### src/rtl/controlador_int.sv
// rtl/controlador_int.sv - four-source interrupt controller with mask, pending and ack gap.
// Optional periodic timer on source 0 is compiled in with the INT_TIMER_EN macro.
module controlador_int #(
  parameter int SYNC_STAGES = 2,
  parameter int PRESC       = 256
) (
  input  logic       clk,
  input  logic       reset,
  input  logic [3:0] fuentes,
  input  logic [7:0] dato_cpu,
  input  logic       we_mask,
  input  logic       we_ack,
  input  logic       we_periodo,
  output logic [7:0] estado,
  output logic       interrupcion
);

  typedef enum logic [1:0] {REPOSO, PETICION, ESPERA} fsm_t;

  fsm_t       state_q, state_d;
  logic [3:0] sync_q [SYNC_STAGES];
  logic [3:0] prev_q;
  logic [3:0] pending;
  logic [3:0] mask;
  logic [3:0] ev_src;
  logic [3:0] ev;
  logic [3:0] ack_bits;
  logic       activa;

  always_ff @(posedge clk or negedge reset) begin
    if (!reset) begin
      for (int i = 0; i < SYNC_STAGES; i++) sync_q[i] <= '0;
      prev_q <= '0;
    end else begin
      sync_q[0] <= fuentes;
      for (int i = 1; i < SYNC_STAGES; i++) sync_q[i] <= sync_q[i-1];
      prev_q <= sync_q[SYNC_STAGES-1];
    end
  end

  assign ev_src = sync_q[SYNC_STAGES-1] & ~prev_q;

`ifdef INT_TIMER_EN
  localparam int PW = (PRESC > 2) ? $clog2(PRESC) : 1;

  logic [PW-1:0] presc_q;
  logic [7:0]    periodo;
  logic [7:0]    cnt_q;
  logic          tick;
  logic          tev;

  assign tick = (periodo != 8'd0) && (presc_q == PW'(PRESC - 1));
  // Reload on the tick where the count reaches 1 (or 0, to never wrap).
  assign tev  = tick && (cnt_q <= 8'd1);

  always_ff @(posedge clk or negedge reset) begin
    if (!reset) begin
      presc_q <= '0;
      periodo <= '0;
      cnt_q   <= '0;
    end else if (we_periodo) begin
      periodo <= dato_cpu;
      presc_q <= '0;
      cnt_q   <= dato_cpu;
    end else if (periodo == 8'd0) begin
      presc_q <= '0;
    end else begin
      presc_q <= tick ? '0 : presc_q + 1'b1;
      if (tick) cnt_q <= tev ? periodo : cnt_q - 8'd1;
    end
  end

  assign ev = ev_src | {3'b000, tev};
`else
  logic unused_ok;
  assign unused_ok = &{1'b0, we_periodo, dato_cpu[7:4]};
  assign ev = ev_src;
`endif

  assign ack_bits = we_ack ? dato_cpu[3:0] : 4'b0000;

  // A new event in the same cycle as its ack keeps the bit set.
  always_ff @(posedge clk or negedge reset) begin
    if (!reset) begin
      pending <= '0;
      mask    <= '0;
    end else begin
      pending <= (pending & ~ack_bits) | ev;
      if (we_mask) mask <= dato_cpu[3:0];
    end
  end

  assign activa = |(pending & mask);

  always_ff @(posedge clk or negedge reset) begin
    if (!reset) state_q <= REPOSO;
    else        state_q <= state_d;
  end

  always_comb begin
    state_d = state_q;
    case (state_q)
      REPOSO:   if (activa) state_d = PETICION;
      PETICION: if (we_ack) state_d = ESPERA;
      ESPERA:   state_d = REPOSO;
      default:  state_d = REPOSO;
    endcase
  end

  assign interrupcion = (state_q == PETICION);
  assign estado       = {mask, pending};

endmodule

### config.mk
export PLATFORM = sky130hd
export DESIGN_NAME = controlador_int
export DESIGN_NICKNAME = d
export VERILOG_FILES = /design/src/rtl/controlador_int.sv
export SDC_FILE = /design/constraint.sdc
export NUM_CORES = 1
export LEC_CHECK = 0
export CORE_MARGIN = 4
export CORE_UTILIZATION = 41
export CTS_CLUSTER_SIZE = 8
export DETAILED_ROUTE_END_ITERATION = 16
export PLACE_DENSITY = 0.71
export SETUP_SLACK_MARGIN = 0.1
export SYNTH_ARGS = -nofsm -noshare
export SYNTH_HDL_FRONTEND = slang
export SYNTH_SLANG_ARGS = --single-unit
### constraint.sdc
create_clock -name clk -period 1.35 [get_ports clk]
set_clock_uncertainty 0.2 [all_clocks]
set_input_delay 0.3375 -clock clk [delete_from_list [all_inputs] [get_ports clk]]
set_output_delay 0.3375 -clock clk [all_outputs]
set_load 0.005 [all_outputs]
# Word-level counts from Yosys, hierarchy flattened
# Cells that the tools add are included.
dict set report word_totals {
  input_bits 17
  out_inout_bits 9
  wordCells 22
  register_bits 22
}
dict set report classes {
  n_eq_ne 3
  n_bitwise 6
  n_reduce_logical 3
  mux 4
}
# op count
set ops {}
lappend ops {{4-bit AND} 3}
lappend ops {{4-bit NOT} 2}
lappend ops {{2-bit 2-to-1 mux} 2}
lappend ops {{4-bit 2-to-1 mux} 1}
lappend ops {{2-bit inequality test, second input constant} 2}
lappend ops {{4-bit OR} 1}
lappend ops {{2-bit case mux with 2 select lines} 1}
lappend ops {{4-bit OR reduction} 1}
lappend ops {{2-bit by 1-bit == test with 1-bit output, second input constant} 1}
lappend ops {{2-bit zero test} 1}
lappend ops {{2-bit AND reduction} 1}

# Longest topological paths before layout
dict set report depth {
  word_depth 4
  depth_mapped 2
  mapped_depth_nobuf 2
}

# Worst setup path before layout
# OpenSTA, ideal clock, no wires.
dict set report synth_timing {
  kind {register to register}
  from {reg mask[0]}
  to {reg state_q[0]}
  stages_incl_launch_ff 3
  path_buffers 0
  setup_time_ns 0.124
  t_arrival_ns 0.856
  slack_ns 0.170
  path_cell_list {dfrtp_1 > a22o_1 > o31a_1}
}
dict set report synth_via {
  elab_chain_len 4
}
# item line_no
set synth_rtl {}
lappend synth_rtl {{start: declaration} 24} ;# logic [3:0] mask;
lappend synth_rtl {{start signal: assignment} 89} ;# if (we_mask) mask <= dato_cpu[3:0];
lappend synth_rtl {{4-bit AND} 93} ;# assign activa = |(pending & mask);
lappend synth_rtl {{4-bit OR reduction} 93}
lappend synth_rtl {{2-bit inequality test (no source line)} -}
lappend synth_rtl {{2-bit AND reduction (no source line)} -}
lappend synth_rtl {{end signal: assignment} 97} ;# else state_q <= state_d;
lappend synth_rtl {{end: declaration} 20} ;# fsm_t state_q, state_d;
# Every way passes these cells.
# A chain may end at the register's enable or synchronous reset.

# Worst setup path in the final report
dict set report layout_timing {
  from {reg state_q[1]}
  to {out interrupcion}
}
dict set report layout_via {
  elab_chain_len 1
}
# item line_no
set layout_rtl {}
lappend layout_rtl {{2-bit by 1-bit == test with 1-bit output} 110} ;# assign interrupcion = (state_q == PETICION);
lappend layout_rtl {{end: declaration} 15} ;# output logic interrupcion
# Every way passes these cells.

==> out/qor.yml <==
gp_congestion: 0.6847
clk_latency_ps: 290
final_common_cell: "dfrtp_1"
vias: 471
violations: "setup timing"
grt_overflow: 0
status: "finished, violations left"
ff_latch_area_sq_um: 550.5
stdcell_area_sq_um: 1006
fin_ws_ps: -150.7
grtUsageMet2_pct: 18.53
setup_viol: 2
crit_start: "state_q[1]"
cts.htree.levels: 1
grt_max_degree: 23
num_antenna_cells: 0
busiest_layer: "met2"
p_switching_mw: 0.3024
crit_required_ps: 810
worstHoldStart: "sync_q[7]"
cts_buffer_depth: 2
antenna_found_initial: 0
clkPwrFrac_pct: 20.2
power_mw: 1.328
crit_arrival_ps: 960
core_sq_um: 1559
combPwrFrac_pct: 22.6
fp.dieW_microns: 49.45
vias_per_cell: 4.958
sw_frac_of_total_pct: 22.77
cp_max_fo: 2
multi_input_area_sq_um: 141.4
synth.avg_cell_area_sq_um: 16.01
maxCapViolCount: 0
rows: 14
ys_seq_elements: 22
rr_worst_depth: 3
die_height_microns: 49.45
layout_min_cycle_time_ps: 1501
dp_slack_ps: -266.3
grt_pass1_wl_microns: 2401
r2r-end: "state_q[0]"
ff2ff_setup_slack_ps: 50
grt_use_total_pct: 13.11
synthSimpleGateAreaFrac_pct: 3.908
dieArea_sq_um: 2445
cts_tree: "built"
port-buffer-count: 20
fin_crit_sh_pct: 111.2
synthesis.nets: 61
p_int_mw: 1.026
drtPass1Iterations: 3
synth_cell_types: 10
r2r-start: "pending[0]"
cts.sinks: 22
p_leak_nw: 0.4942
synth_warnings: 0
p_seq_share_pct: 57.1
tns_ps: -155.0
cp-end-kind: "output pin"
slew_headroom_pct: 83.96
syn_area_sq_um: 704.4
drt_iter0_drc: 2
vdd_drop_max_mv: 0.8954
dp_hpwl_microns: 940.4
path_clk_slew_ps: 100
ant_nets: 0
holdBufCountCts: 0
hold_path.class: "reg2reg"
use_met1_pct: 18.43
hold_depth: 0
fmax_mhz: 666.4
fillers: 125
yosys.area_share.adder_pct: 0
place_area_sq_um: 1012
critPathKind: "reg2out"
clockRootBuffer: "clkbuf_4"
grt_use_met3_pct: 3.313
drv_slew: 0
synth_top_family_by_area: "compound AO/OA/AOI/OAI gates"
rsz0062_at_grt: "yes"
worstMarginPinSlew_ps: 239.9
start_util_pct: 45.18
numCtsBuffers: 3
synth_seq_area_share_pct: 78.15
synth_largest_area_cell: "dfrtp_1"
routed_wl_microns: 1275
worstSetupStartpointType: "register"
synth_mux_area_share_pct: 6.394
final_core_utilization_pct: 64.53
hold_viol: 0
synth_compound_area_share_pct: 9.414
final_cell_mix: "dfrtp_1, buf_4, clkdlybuf4s50_1"
io_pins: 26
ys_top_cells_by_area: "dfrtp_1, a22o_1, mux2_1, mux2_2, inv_1"
powerDensity_nw_per_um2: 1320
drive_gt1_share_pct: 34.18
syn_to_final_growth_pct: 42.81
cp-endpoint: "interrupcion"
synth_xor_area_share_pct: 0
drc_errors: 0
synth_cells: 44
routedWlPerCell_microns: 13.42
stdcell_count: 95
hold-worst-slack_ps: 159.6
dp_cells: 90
synth_top_area_share_pct: 78.15
layout.nets: 98
grt_pass1_vias: 520
worst min-delay path by stage:
stage                           end  slack, ps
final                     sync_q[3]        160
after global routing        mask[1]        140
after CTS                   mask[1]        160
after detailed placement  sync_q[3]        140
after global placement    sync_q[3]        130
after floorplan             mask[0]       -160
synth_stat cells (all sizes together):
library cell and n:
mux2 4, a21oi 1, nor2b 1, o31a 1, a22o 6, nand2 4, and2 1, dfrtp 22
inv 4
sequential cells by signal, summed over array words and instances (netlist names):
name     flops
sync_q       8
state_q      2
pending      4
mask         4
prev_q       4
cell families (layout without fill, tap and decap cells):
group | count (synthesis) | after routing
flip-flops | 22 | 22
AO/OA/AOI/OAI | 8 | 8
AND/OR/NAND/NOR | 6 | 6
buffers and inverters | 4 | 39
multiplexers | 4 | 4
power groups by stage:
stage	combinational (mW)	sequential, mW	clock, mW
6_report	0.301	0.759	0.269
3_5_place_dp	0.304	0.771	0
2_1_floorplan	0.0777	0.775	0
5_1_grt	0.329	0.769	0.334
3_3_place_gp	0.298	0.767	0
4_1_cts	0.266	0.759	0.290
final cells by class:
| class | instances | area share [%] |
|---|---|---|
| clock buffer | 3 | 2.239 |
| inverter | 4 | 1.493 |
| multi-input combinational | 18 | 14.05 |
| sequential | 22 | 54.73 |
| tap | 16 | 1.990 |
| timing repair buffer | 32 | 25.50 |
critical path, cell delays in order, from the launching register on:
cell and delay, ps:
dfrtp_1 410, nor2b_2 140, buf_2 130
layer usage:
layer  up-vias  part of all wire, %
met5         -                    0
met4         0                 0.71
met3         2                  7.6
met2        18                   46
met1       227                   45
li1        224                    -
timing repair:
item / in CTS / in global routing
endpoints found under the setup margin: 14 / 10
pin swaps: 1 / 0
resized for setup: 38 / 0
buffers inserted: 0 / 2
(Power assumes the default switching activity.)
